$ cat src/rtl/mem_lsu_pkg.sv
// mem_lsu_pkg: size encodings, FSM state type and lane-mask helpers shared by
// the load/store master and its alignment datapath.
package mem_lsu_pkg;

  localparam logic [1:0] SZ_B   = 2'd0;
  localparam logic [1:0] SZ_H   = 2'd1;
  localparam logic [1:0] SZ_W   = 2'd2;
  localparam logic [1:0] SZ_ILL = 2'd3;

  typedef enum logic [2:0] {
    ST_IDLE   = 3'd0,
    ST_ISSUE0 = 3'd1,
    ST_WAIT0  = 3'd2,
    ST_ISSUE1 = 3'd3,
    ST_WAIT1  = 3'd4,
    ST_DONE   = 3'd5
  } lsu_state_e;

  // Byte-enable pattern of an access of the given size, before lane shifting.
  function automatic logic [3:0] sizemask(input logic [1:0] size);
    case (size)
      SZ_B:    return 4'h1;
      SZ_H:    return 4'h3;
      SZ_W:    return 4'hF;
      default: return 4'h0;
    endcase
  endfunction

  // Number of bytes touched; the illegal encoding reports 1 so it never
  // looks misaligned (it is rejected separately).
  function automatic logic [2:0] size_bytes(input logic [1:0] size);
    case (size)
      SZ_H:    return 3'd2;
      SZ_W:    return 3'd4;
      default: return 3'd1;
    endcase
  endfunction

endpackage

$ cat src/rtl/mem_lsu_align.sv
// mem_lsu_align: combinational lane datapath. Shifts store data/strobes onto
// the byte lanes of a two-word window and realigns/extends load data taken
// from the same window.
module mem_lsu_align
  import mem_lsu_pkg::*;
(
  input  logic [1:0]  off,
  input  logic [1:0]  size,
  input  logic        sign_ext,
  input  logic [31:0] wdata,
  input  logic [31:0] rdata_lo,
  input  logic [31:0] rdata_hi,
  output logic [31:0] wdata_lo,
  output logic [31:0] wdata_hi,
  output logic [3:0]  wstrb_lo,
  output logic [3:0]  wstrb_hi,
  output logic [31:0] rdata_ext
);

  logic [63:0] wshift;
  logic [7:0]  wmask;
  logic [31:0] rshift;

  // Store side: place right-aligned data and its byte mask at the byte offset.
  always_comb begin
    wshift   = {32'b0, wdata} << {off, 3'b000};
    wmask    = {4'b0, sizemask(size)} << off;
    wdata_lo = wshift[31:0];
    wdata_hi = wshift[63:32];
    wstrb_lo = wmask[3:0];
    wstrb_hi = wmask[7:4];
  end

  // Load side: pull the addressed bytes down to bit 0, then extend to 32 bits.
  always_comb begin
    rshift = 32'({rdata_hi, rdata_lo} >> {off, 3'b000});
    case (size)
      SZ_B:    rdata_ext = {{24{sign_ext & rshift[7]}}, rshift[7:0]};
      SZ_H:    rdata_ext = {{16{sign_ext & rshift[15]}}, rshift[15:0]};
      default: rdata_ext = rshift;
    endcase
  end

endmodule

$ cat src/rtl/mem_lsu_master.sv
// mem_lsu_master: turns core byte/half/word load/store requests into
// word-granular dmem read/write transactions. All dmem_* and resp_* outputs
// come straight from flops.
// Build option: define MISALIGNED_SPLIT_EN to split accesses that cross a
// word boundary into two word transactions; otherwise they complete with
// resp_err and no dmem activity.
//
// state     | meaning
// ----------+------------------------------------------------------------
// ST_IDLE   | req_ready high, waiting for a request
// ST_ISSUE0 | dmem strobe for word A = addr[31:2]
// ST_WAIT0  | load waiting for rresp of word A
// ST_ISSUE1 | dmem strobe for word A+1 (split builds only)
// ST_WAIT1  | load waiting for rresp of word A+1 (split builds only)
// ST_DONE   | resp_valid pulse
module mem_lsu_master
  import mem_lsu_pkg::*;
#(
  parameter int RESP_TIMEOUT = 0
) (
  input  logic        clk,
  input  logic        resetb,
  input  logic        req_valid,
  output logic        req_ready,
  input  logic        req_we,
  input  logic [1:0]  req_size,
  input  logic        req_signed,
  input  logic [31:0] req_addr,
  input  logic [31:0] req_wdata,
  output logic        resp_valid,
  output logic        resp_err,
  output logic [31:0] resp_rdata,
  output logic        dmem_rready,
  output logic [29:0] dmem_raddr,
  input  logic        dmem_rresp,
  input  logic [31:0] dmem_rdata,
  output logic        dmem_wready,
  output logic [29:0] dmem_waddr,
  output logic [31:0] dmem_wdata,
  output logic [3:0]  dmem_wstrb
);

`ifdef MISALIGNED_SPLIT_EN
  localparam bit SPLIT_EN = 1'b1;
`else
  localparam bit SPLIT_EN = 1'b0;
`endif

  localparam int TW = (RESP_TIMEOUT > 1) ? $clog2(RESP_TIMEOUT + 1) : 1;

  lsu_state_e  state_q, state_d;
  logic        we_q, we_d;
  logic [1:0]  size_q, size_d;
  logic        signed_q, signed_d;
  logic [31:0] addr_q, addr_d;
  logic [31:0] wdata_q, wdata_d;
  logic        split_q, split_d;
  logic        err_q, err_d;
  logic [31:0] lo_q, lo_d;
  logic [31:0] hi_q, hi_d;
  logic [TW-1:0] tmr_q, tmr_d;

  logic        rready_q, rready_d;
  logic        wready_q, wready_d;
  logic [29:0] raddr_q, raddr_d;
  logic [29:0] waddr_q, waddr_d;
  logic [31:0] wdout_q, wdout_d;
  logic [3:0]  wstrb_q, wstrb_d;
  logic        rvalid_q, rvalid_d;
  logic        rerr_q, rerr_d;
  logic [31:0] rdata_q, rdata_d;

  logic [2:0]  span;
  logic        misalign;
  logic        timeout_hit;
  logic        issue_d;
  logic        second_d;
  logic [29:0] word_a;
  logic [29:0] cur_word;
  logic [31:0] al_wdata_lo, al_wdata_hi, al_rdata;
  logic [3:0]  al_wstrb_lo, al_wstrb_hi;

  assign req_ready   = (state_q == ST_IDLE);
  assign span        = {1'b0, req_addr[1:0]} + size_bytes(req_size);
  assign misalign    = (span > 3'd4);
  // The down-counter is loaded on entry to a wait state; reaching 1 while
  // still waiting means the budget is used up.
  assign timeout_hit = (RESP_TIMEOUT > 0) && (tmr_q == TW'(1));

  mem_lsu_align u_align (
    .off       (addr_d[1:0]),
    .size      (size_d),
    .sign_ext  (signed_d),
    .wdata     (wdata_d),
    .rdata_lo  (lo_d),
    .rdata_hi  (hi_d),
    .wdata_lo  (al_wdata_lo),
    .wdata_hi  (al_wdata_hi),
    .wstrb_lo  (al_wstrb_lo),
    .wstrb_hi  (al_wstrb_hi),
    .rdata_ext (al_rdata)
  );

  // Sequencer: request latch, state transitions, read capture and timeout.
  always_comb begin
    state_d  = state_q;
    we_d     = we_q;
    size_d   = size_q;
    signed_d = signed_q;
    addr_d   = addr_q;
    wdata_d  = wdata_q;
    split_d  = split_q;
    err_d    = err_q;
    lo_d     = lo_q;
    hi_d     = hi_q;
    tmr_d    = tmr_q;
    case (state_q)
      ST_IDLE: begin
        if (req_valid) begin
          we_d     = req_we;
          size_d   = req_size;
          signed_d = req_signed;
          addr_d   = req_addr;
          wdata_d  = req_wdata;
          lo_d     = '0;
          hi_d     = '0;
          split_d  = misalign && SPLIT_EN;
          if ((req_size == SZ_ILL) || (misalign && !SPLIT_EN)) begin
            err_d   = 1'b1;
            state_d = ST_DONE;
          end else begin
            err_d   = 1'b0;
            state_d = ST_ISSUE0;
          end
        end
      end
      ST_ISSUE0: begin
        if (!we_q) begin
          tmr_d   = TW'(RESP_TIMEOUT);
          state_d = ST_WAIT0;
        end else begin
          state_d = split_q ? ST_ISSUE1 : ST_DONE;
        end
      end
      ST_WAIT0: begin
        if (dmem_rresp) begin
          lo_d    = dmem_rdata;
          state_d = split_q ? ST_ISSUE1 : ST_DONE;
        end else if (timeout_hit) begin
          err_d   = 1'b1;
          state_d = ST_DONE;
        end else if (RESP_TIMEOUT > 0) begin
          tmr_d = tmr_q - TW'(1);
        end
      end
`ifdef MISALIGNED_SPLIT_EN
      ST_ISSUE1: begin
        if (!we_q) begin
          tmr_d   = TW'(RESP_TIMEOUT);
          state_d = ST_WAIT1;
        end else begin
          state_d = ST_DONE;
        end
      end
      ST_WAIT1: begin
        if (dmem_rresp) begin
          hi_d    = dmem_rdata;
          state_d = ST_DONE;
        end else if (timeout_hit) begin
          err_d   = 1'b1;
          state_d = ST_DONE;
        end else if (RESP_TIMEOUT > 0) begin
          tmr_d = tmr_q - TW'(1);
        end
      end
`endif
      ST_DONE: state_d = ST_IDLE;
      default: state_d = ST_IDLE;
    endcase
  end

  // Output flops are loaded from the state being entered, so each strobe or
  // response lines up with its state cycle.
  always_comb begin
    issue_d  = (state_d == ST_ISSUE0) || (state_d == ST_ISSUE1);
    second_d = (state_d == ST_ISSUE1);
    word_a   = addr_d[31:2];
    cur_word = second_d ? (word_a + 30'd1) : word_a;
    rready_d = issue_d && !we_d;
    wready_d = issue_d && we_d;
    raddr_d  = rready_d ? cur_word : '0;
    waddr_d  = wready_d ? cur_word : '0;
    wdout_d  = wready_d ? (second_d ? al_wdata_hi : al_wdata_lo) : '0;
    wstrb_d  = wready_d ? (second_d ? al_wstrb_hi : al_wstrb_lo) : '0;
    rvalid_d = (state_d == ST_DONE);
    rerr_d   = (state_d == ST_DONE) && err_d;
    rdata_d  = ((state_d == ST_DONE) && !err_d && !we_d) ? al_rdata : '0;
  end

  // State and request registers.
  always_ff @(posedge clk or negedge resetb) begin
    if (!resetb) begin
      state_q  <= ST_IDLE;
      we_q     <= 1'b0;
      size_q   <= '0;
      signed_q <= 1'b0;
      addr_q   <= '0;
      wdata_q  <= '0;
      split_q  <= 1'b0;
      err_q    <= 1'b0;
      lo_q     <= '0;
      hi_q     <= '0;
      tmr_q    <= '0;
    end else begin
      state_q  <= state_d;
      we_q     <= we_d;
      size_q   <= size_d;
      signed_q <= signed_d;
      addr_q   <= addr_d;
      wdata_q  <= wdata_d;
      split_q  <= split_d;
      err_q    <= err_d;
      lo_q     <= lo_d;
      hi_q     <= hi_d;
      tmr_q    <= tmr_d;
    end
  end

  // Registered dmem and response outputs.
  always_ff @(posedge clk or negedge resetb) begin
    if (!resetb) begin
      rready_q <= 1'b0;
      wready_q <= 1'b0;
      raddr_q  <= '0;
      waddr_q  <= '0;
      wdout_q  <= '0;
      wstrb_q  <= '0;
      rvalid_q <= 1'b0;
      rerr_q   <= 1'b0;
      rdata_q  <= '0;
    end else begin
      rready_q <= rready_d;
      wready_q <= wready_d;
      raddr_q  <= raddr_d;
      waddr_q  <= waddr_d;
      wdout_q  <= wdout_d;
      wstrb_q  <= wstrb_d;
      rvalid_q <= rvalid_d;
      rerr_q   <= rerr_d;
      rdata_q  <= rdata_d;
    end
  end

  assign dmem_rready = rready_q;
  assign dmem_wready = wready_q;
  assign dmem_raddr  = raddr_q;
  assign dmem_waddr  = waddr_q;
  assign dmem_wdata  = wdout_q;
  assign dmem_wstrb  = wstrb_q;
  assign resp_valid  = rvalid_q;
  assign resp_err    = rerr_q;
  assign resp_rdata  = rdata_q;

endmodule

$ cat config.mk
export PLATFORM = sky130hd
export DESIGN_NAME = mem_lsu_master
export DESIGN_NICKNAME = d
export VERILOG_FILES = /design/src/rtl/mem_lsu_pkg.sv /design/src/rtl/mem_lsu_align.sv /design/src/rtl/mem_lsu_master.sv
export SDC_FILE = /design/constraint.sdc
export NUM_CORES = 1
export LEC_CHECK = 0
export ABC_AREA = 1
export ABC_CLOCK_PERIOD_IN_PS = 3000
export CORE_MARGIN = 10
export CORE_UTILIZATION = 46
export CTS_CLUSTER_DIAMETER = 50
export CTS_CLUSTER_SIZE = 8
export DETAILED_ROUTE_END_ITERATION = 10
export PLACE_DENSITY = 0.85
export SYNTH_ARGS = -nofsm -noshare
export SYNTH_HDL_FRONTEND = slang
export SYNTH_SLANG_ARGS = --single-unit
$ cat constraint.sdc
create_clock -name clk -period 3 [get_ports clk]
set_clock_uncertainty 0.2 [all_clocks]
set_input_delay 0.3 -clock clk [delete_from_list [all_inputs] [get_ports clk]]
set_output_delay 0.3 -clock clk [all_outputs]
set_load 0.005 [all_outputs]
==> results_dict.tcl, run 1 <==
set metrics [dict create \
    synth_compound_area_share_pct 7.47 \
    p_int_uw 9790 \
    drt_iter0_markers 833 \
    drt-pass1-iter-count 5 \
    seqPwrFrac_pct 31.6 \
    grtUsageTotal_pct 20.1 \
    cts_buffer_depth 3 \
    finalPower_uw 16000 \
    p_per_area_nw_per_um2 1080 \
    worstPathArrival_ns 2.99 \
    dieArea_um2 30600 \
    dieWidth_um 175 \
    crit_type "in2reg" \
    postRouteAntennaNets 0 \
    path_max_fanout 15 \
    crit_required_ns 3.22 \
    avgSynthCellArea_um2 8.62 \
    ys_seq_area_share_pct 59.0 \
    postCtsSetupRepairBufs 0 \
    grt_overflow 0 \
    yosysWarnings 0 \
    synth_area_um2 11000 \
    synthXorXnorAreaFrac_pct 0 \
    setup-tns-final_ns 0 \
    num_vias 9217 \
    rsz0062_at_grt "false" \
    yosys.area.top_type_share_pct 59.0 \
    row_count 56 \
    register_area_um2 6510 \
    cts.clk_slew.worst_paths_ns 0.05 \
    ioPinCount 237 \
    hp-class "in2async" \
    maxCapViolCount 0 \
    io_buffer_count 236 \
    synthTopCellsByArea "dfrtp_1, nand2_1, inv_1" \
    cts_tree "yes" \
    nNetsFinal 1636 \
    place.gp.congestion 0.885 \
    synth_top_family_by_area "simple AND/OR/NAND/NOR gates" \
    ys_top_cells_by_count "nand2_1, dfrtp_1, inv_1, nor2_1, o21ai_0" \
    clkPwrFrac_pct 24.2 \
    power_frac_comb_pct 44.3 \
    swShare_pct 39.0 \
    multi_input_area_um2 3480 \
    p_sw_uw 6250 \
    startpoint_type "input port" \
    irDropWorstVdd_mv 0.541 \
    chipHeight_um 175 \
    numCtsBuffers 39 \
    synth_edf_count 0 \
    place_hpwl_mm 21.6 \
    synth_flop_cell "dfrtp_1" \
    syn_inst 1279 \
    worstSetupEndpointType "register" \
    grt_max_degree 74 \
    netlist.top_cell.by_area "dfrtp_1" \
    grt_pass1_wl_mm 49.6 \
    fill_cells 1925 \
    setup-violations-final 0 \
    start_util_pct 46.8 \
    wl_per_cell_um 16.9 \
    r2r_cells 12 \
    hold_violations 0 \
    vias_per_cell 4.99 \
    synth.distinct_cells 34 \
    wirelength_mm 31.2 \
    cts-root-buf "clkbuf_16" \
    clock_sinks 260 \
    drc_errors 0 \
    htreeDepth 2 \
    synthArstFlopShare_pct 100 \
    p_leak_uw 0.00767 \
    synthMuxAreaShare_pct 0 \
    grt_pass1_vias 9138 \
    tightest_slew_ns 0.585 \
    synth.net_count 1392 \
    yosysMostFrequentCell "nand2_1" \
    slew_headroom_pct 61.0 \
    layout-drive-gt1-share_pct 9.22 \
    outcome "complete, no violations" \
    synth-simple-area-share_pct 22.9 \
    drv_slew 0 \
    clk_latency_ns 0.52 \
    coreArea_um2 23500 \
    antenna_found_initial 0 \
    period_share_pct 92.2 \
    syn_to_final_growth_pct 35.3 \
    num_antenna_cells 0 \
    synthAdderAreaFrac_pct 1.09 \
    ys_seq_elements 260 \
    fin_crit_ns 2.77 \
    max_freq_mhz 361 \
]
## sequential cells by signal, indices dropped and copies added (netlist names)
| signal | flops |
|---|---|
| dmem_rready | 1 |
| resp_valid | 1 |
| resp_rdata | 32 |
| dmem_wready | 1 |
| state_q | 3 |
| size_q | 2 |
| we_q | 1 |
| dmem_wdata | 32 |
| signed_q | 1 |
| dmem_wstrb | 4 |
| err_q | 1 |
| resp_err | 1 |
| dmem_waddr | 30 |
| addr_q | 32 |
| lo_q | 32 |
| hi_q | 24 |
| wdata_q | 32 |
| dmem_raddr | 30 |
## cells by family (layout without fill, tap and decap cells)
| family | after synthesis | count (layout) |
|---|---|---|
| simple gates | 595 | 595 |
| flops | 260 | 260 |
| buf+inv | 260 | 510 |
| compound gates | 155 | 155 |
| fa+ha+maj | 9 | 9 |
## placed cells by master, fill, tap and decap left out, types with 2 or more instances in the layout
cell type	count
nand4_1	2
or2_2	39
buf_12	7
nand2_2	4
clkbuf_16	39
nor3_1	11
clkdlybuf4s50_1	235
o21ai_1	14
nand3_4	2
nand2_1	314
buf_4	27
a211oi_1	9
o21ai_0	102
a21oi_1	21
clkinv_8	2
ha_1	8
clkinv_2	2
nand3_1	80
inv_2	4
nor2_1	133
o211ai_1	4
clkbuf_8	3
dfrtp_1	260
inv_1	187
nand3_2	4
## routing by layer
metal	vias up	global-route usage, %	wire (um)
li1	4403	-	-
met1	4348	26.2	13300
met2	393	32.1	14400
met3	73	4.76	2470
met4	0	7.28	1010
met5	-	0	0
## worst paths after layout
path | startpoint | endpoint | slack (ns)
hold / removal | resetb | addr_q[25] | 0.15
setup / recovery | req_size[0] | resp_rdata[31] | 0.23
min in group clk | dmem_rdata[4] | lo_q[4] | 0.16
hold reg to reg | hi_q[17] | hi_q[17] | 0.26
setup reg to reg | state_q[0] | resp_rdata[31] | 0.28
max in group asynchronous | resetb | dmem_wdata[31] | 1.62
## power groups by stage
stage          clock [uW]  combinational [uW]  sequential, uW
2_1_floorplan           0                4180            5070
3_5_place_dp            0                7040            5110
6_report             3880                7110            5060
5_1_grt              4100                7960            5160
3_3_place_gp            0                6860            5070
4_1_cts              3950                7120            5070
## repair_timing
action,in CTS,in global routing
resized for setup,0,1
hold endpoints to repair,68,0
hold buffers,1,0
endpoints found under the setup margin,0,1
## area by class of cell
| class | count | area share (%) |
|---|---|---|
| flip-flops and latches | 260 | 43.6 |
| multi-input cells | 759 | 23.4 |
| repair buffers | 272 | 18.3 |
| clock buffers | 42 | 6.82 |
| inverters | 191 | 4.81 |
| well taps | 319 | 2.68 |
| clock inverters | 5 | 0.419 |
## critical path: stages
cell and delay, ns:
clkdlybuf4s50_1 0.49, inv_1 0.07, ha_1 0.29, ha_1 0.13, inv_1 0.05, fa_1 0.48, nand2_1 0.05, nand3_1 0.07
nand2_1 0.08, nand2_1 0.06, o21ai_1 0.08, inv_1 0.10, nand3_2 0.12, a21oi_1 0.18, nand2_2 0.22, nor2_1 0.21
## per-stage QoR
stage / hold WS (ns) / setup slack, ns / utilization, % / cells / area [um^2]
2_1_floorplan: -0.196 / 0.0157 / - / 1279 / 11000
3_3_place_gp: 0.114 / -0.0856 / 58.7 / 1800 / 13800
3_5_place_dp: 0.116 / -0.210 / 58.7 / 1800 / 13800
4_1_cts: 0.138 / 0.207 / 63.3 / 1848 / 14900
5_1_grt: 0.158 / 0.00278 / 63.4 / 1848 / 14900
6_report: 0.148 / 0.233 / 63.4 / 1848 / 14900
No activity file was read; power rests on OpenSTA's default activity.
==> run 2: changes to the inputs <==
--- a/config.mk
+++ b/config.mk
@@ -7,8 +7,10 @@
 export LEC_CHECK = 0
 export ABC_AREA = 1
 export ABC_CLOCK_PERIOD_IN_PS = 3000
+export CELL_PAD_IN_SITES_DETAIL_PLACEMENT = 1
+export CELL_PAD_IN_SITES_GLOBAL_PLACEMENT = 1
 export CORE_MARGIN = 10
-export CORE_UTILIZATION = 46
+export CORE_UTILIZATION = 34
 export CTS_CLUSTER_DIAMETER = 50
 export CTS_CLUSTER_SIZE = 8
 export DETAILED_ROUTE_END_ITERATION = 10
==> run 2 against run 1 <==
Effect of this change: utilization down 15 points; critical endpoint is now dmem_wdata[20]; first-iteration DRC count is 42% lower; sequential power rose by 2%.
==> results_dict.tcl, run 2 (synthesis results as in run 1) <==
set metrics [dict create \
    period_share_pct 90.8 \
    seqPwrFrac_pct 30.2 \
    wl_per_cell_um 19.2 \
    clock_sinks 260 \
    drc_errors 0 \
    setup-violations-final 0 \
    coreArea_um2 31800 \
    io_buffer_count 236 \
    clkPwrFrac_pct 25.3 \
    rsz0062_at_grt "false" \
    hp-class "in2reg" \
    place_hpwl_mm 26.3 \
    critical_path_buf_inv_count 4 \
    r2r-start "state_q[0]" \
    cts-root-buf "clkbuf_16" \
    row_count 65 \
    hp-start "dmem_rdata[0]" \
    drt-pass1-iter-count 5 \
    antenna_found_initial 1 \
    fin_crit_ns 2.72 \
    clk_latency_ns 0.52 \
    crit_type "in2reg" \
    drv_slew 0 \
    tightest_slew_ns 0.678 \
    power_frac_comb_pct 44.5 \
    cp_cell_sequence "clkdlybuf4s50_1, inv_1, ha_1, ha_1, inv_1, fa_1, nand2_1, nand3_1, nand2_1, a21oi_2, nand3_2, buf_12, a211oi_1" \
    layout-drive-gt1-share_pct 10.7 \
    cp_slowest_cell "fa_1" \
    drt_iter0_markers 483 \
    worstSetupEndpointType "register" \
    max_freq_mhz 367 \
    ioPinCount 237 \
    grt_overflow 0 \
    hold_violations 0 \
    start_util_pct 34.7 \
    syn_to_final_growth_pct 39.3 \
    p_int_uw 10300 \
    place.gp.congestion 0.812 \
    r2r_slack_ns 0.32 \
    grt_max_degree 78 \
    numCtsBuffers 41 \
    grt_pass1_wl_mm 59.3 \
    wirelength_mm 38.2 \
    crit_required_ns 3.22 \
    worstHoldEndpoint "lo_q[0]" \
    grtUsageTotal_pct 18.9 \
    layout_commonest_cell "nand2_1" \
    postRouteAntennaNets 0 \
    placedInstanceArea_um2 14100 \
    path_max_fanout 52 \
    num_antenna_cells 0 \
    dieArea_um2 40000 \
    maxCapViolCount 0 \
    crit_family "adder cells" \
    r2r_cells 14 \
    post-route-util_pct 48.3 \
    cts_tree "yes" \
    dieWidth_um 200 \
    p_per_area_nw_per_um2 1110 \
    hold_depth 3 \
    irDropWorstVdd_mv 0.483 \
    p_sw_uw 6730 \
    vias_per_cell 4.78 \
    grt_pass1_vias 10700 \
    swShare_pct 39.5 \
    htreeDepth 2 \
    chipHeight_um 200 \
    worstPathArrival_ns 2.94 \
    slew_headroom_pct 54.8 \
    cts_buffer_depth 3 \
    layout_common_cells "nand2_1, dfrtp_1, clkdlybuf4s50_1, inv_1, nor2_1" \
    p_leak_uw 0.00782 \
    cts.clk_slew.worst_paths_ns 0.05 \
    design_area_um2 15400 \
    outcome "complete, no violations" \
    nNetsFinal 1657 \
    rr_endpoint "resp_rdata[21]" \
    num_vias 9520 \
    slowest_delay_ns 0.49 \
    startpoint_type "input port" \
]
## run 2: power groups by stage
stage	clock, uW	combinational, uW	sequential (uW)
final	4310	7570	5140
after global routing	4570	8470	5250
after CTS	4400	7630	5150
after detailed placement	0	7470	5180
after global placement	0	7150	5110
after floorplan	0	4180	5070
## run 2: how the worst max path moves through the flow
stage	startpoint	endpoint	slack, ns	depth (start not counted)
6_report	req_size[0]	dmem_wdata[20]	0.28	13
5_1_grt	state_q[0]	resp_rdata[18]	0.06	10
4_1_cts	state_q[0]	dmem_wdata[23]	0.09	9
3_5_place_dp	req_size[0]	dmem_wdata[19]	-0.26	13
3_3_place_gp	req_size[0]	resp_rdata[27]	-0.14	16
2_1_floorplan	state_q[0]	resp_rdata[21]	0.02	17
## run 2: area by class of cell
| cell class | count | area, um^2 |
|---|---|---|
| tap | 435 | 544 |
| clock buffer | 49 | 1130 |
| multi-input combinational | 759 | 3500 |
| timing repair buffer | 290 | 2860 |
| clock inverter | 6 | 86.3 |
| fill | 3662 | 16400 |
| inverter | 191 | 721 |
| sequential | 260 | 6510 |
| timing repair inverter | 1 | 7.51 |
## run 2: worst reg2reg max path: cells and delay by family, from the launching register on
family	cells	cell delay (ns)
and+or+nand+nor	6	0.67
buffers and inverters	5	0.65
DFF	1	0.44
adders and majority gates	1	0.30
AOI/OAI and AO/OA	2	0.29
## run 2: what timing repair did
action / in CTS / in global routing
hold buffers: 1 / 0
setup endpoints to repair: 0 / 27
hold endpoints to repair: 71 / 0
gates resized for setup: 0 / 5
buffers inserted: 0 / 1
## run 2: stage by stage
step / hold slack, ns / total power, uW / setup WS (ns) / setup TNS (ns) / cells
final: 0.159 / 17000 / 0.276 / 0 / 1991
after global routing: 0.176 / 18300 / 0.0570 / 0 / 1991
after CTS: 0.154 / 17200 / 0.0870 / 0 / 1989
after detailed placement: 0.142 / 12600 / -0.256 / -15.68 / 1933
after global placement: 0.136 / 12300 / -0.139 / -4.61 / 1933
after floorplan: -0.196 / 9240 / 0.0157 / 0 / 1279
## run 2: per-layer routing
layer | share of wire, % | routed length (um) | vias up | GRT usage, %
li1 | - | - | 4444 | -
met1 | 42 | 15900 | 4729 | 22.9
met2 | 49 | 18700 | 282 | 32.4
met3 | 6.9 | 2630 | 65 | 4.37
met4 | 2.6 | 977 | 0 | 6.31
met5 | 0 | 0 | - | 0
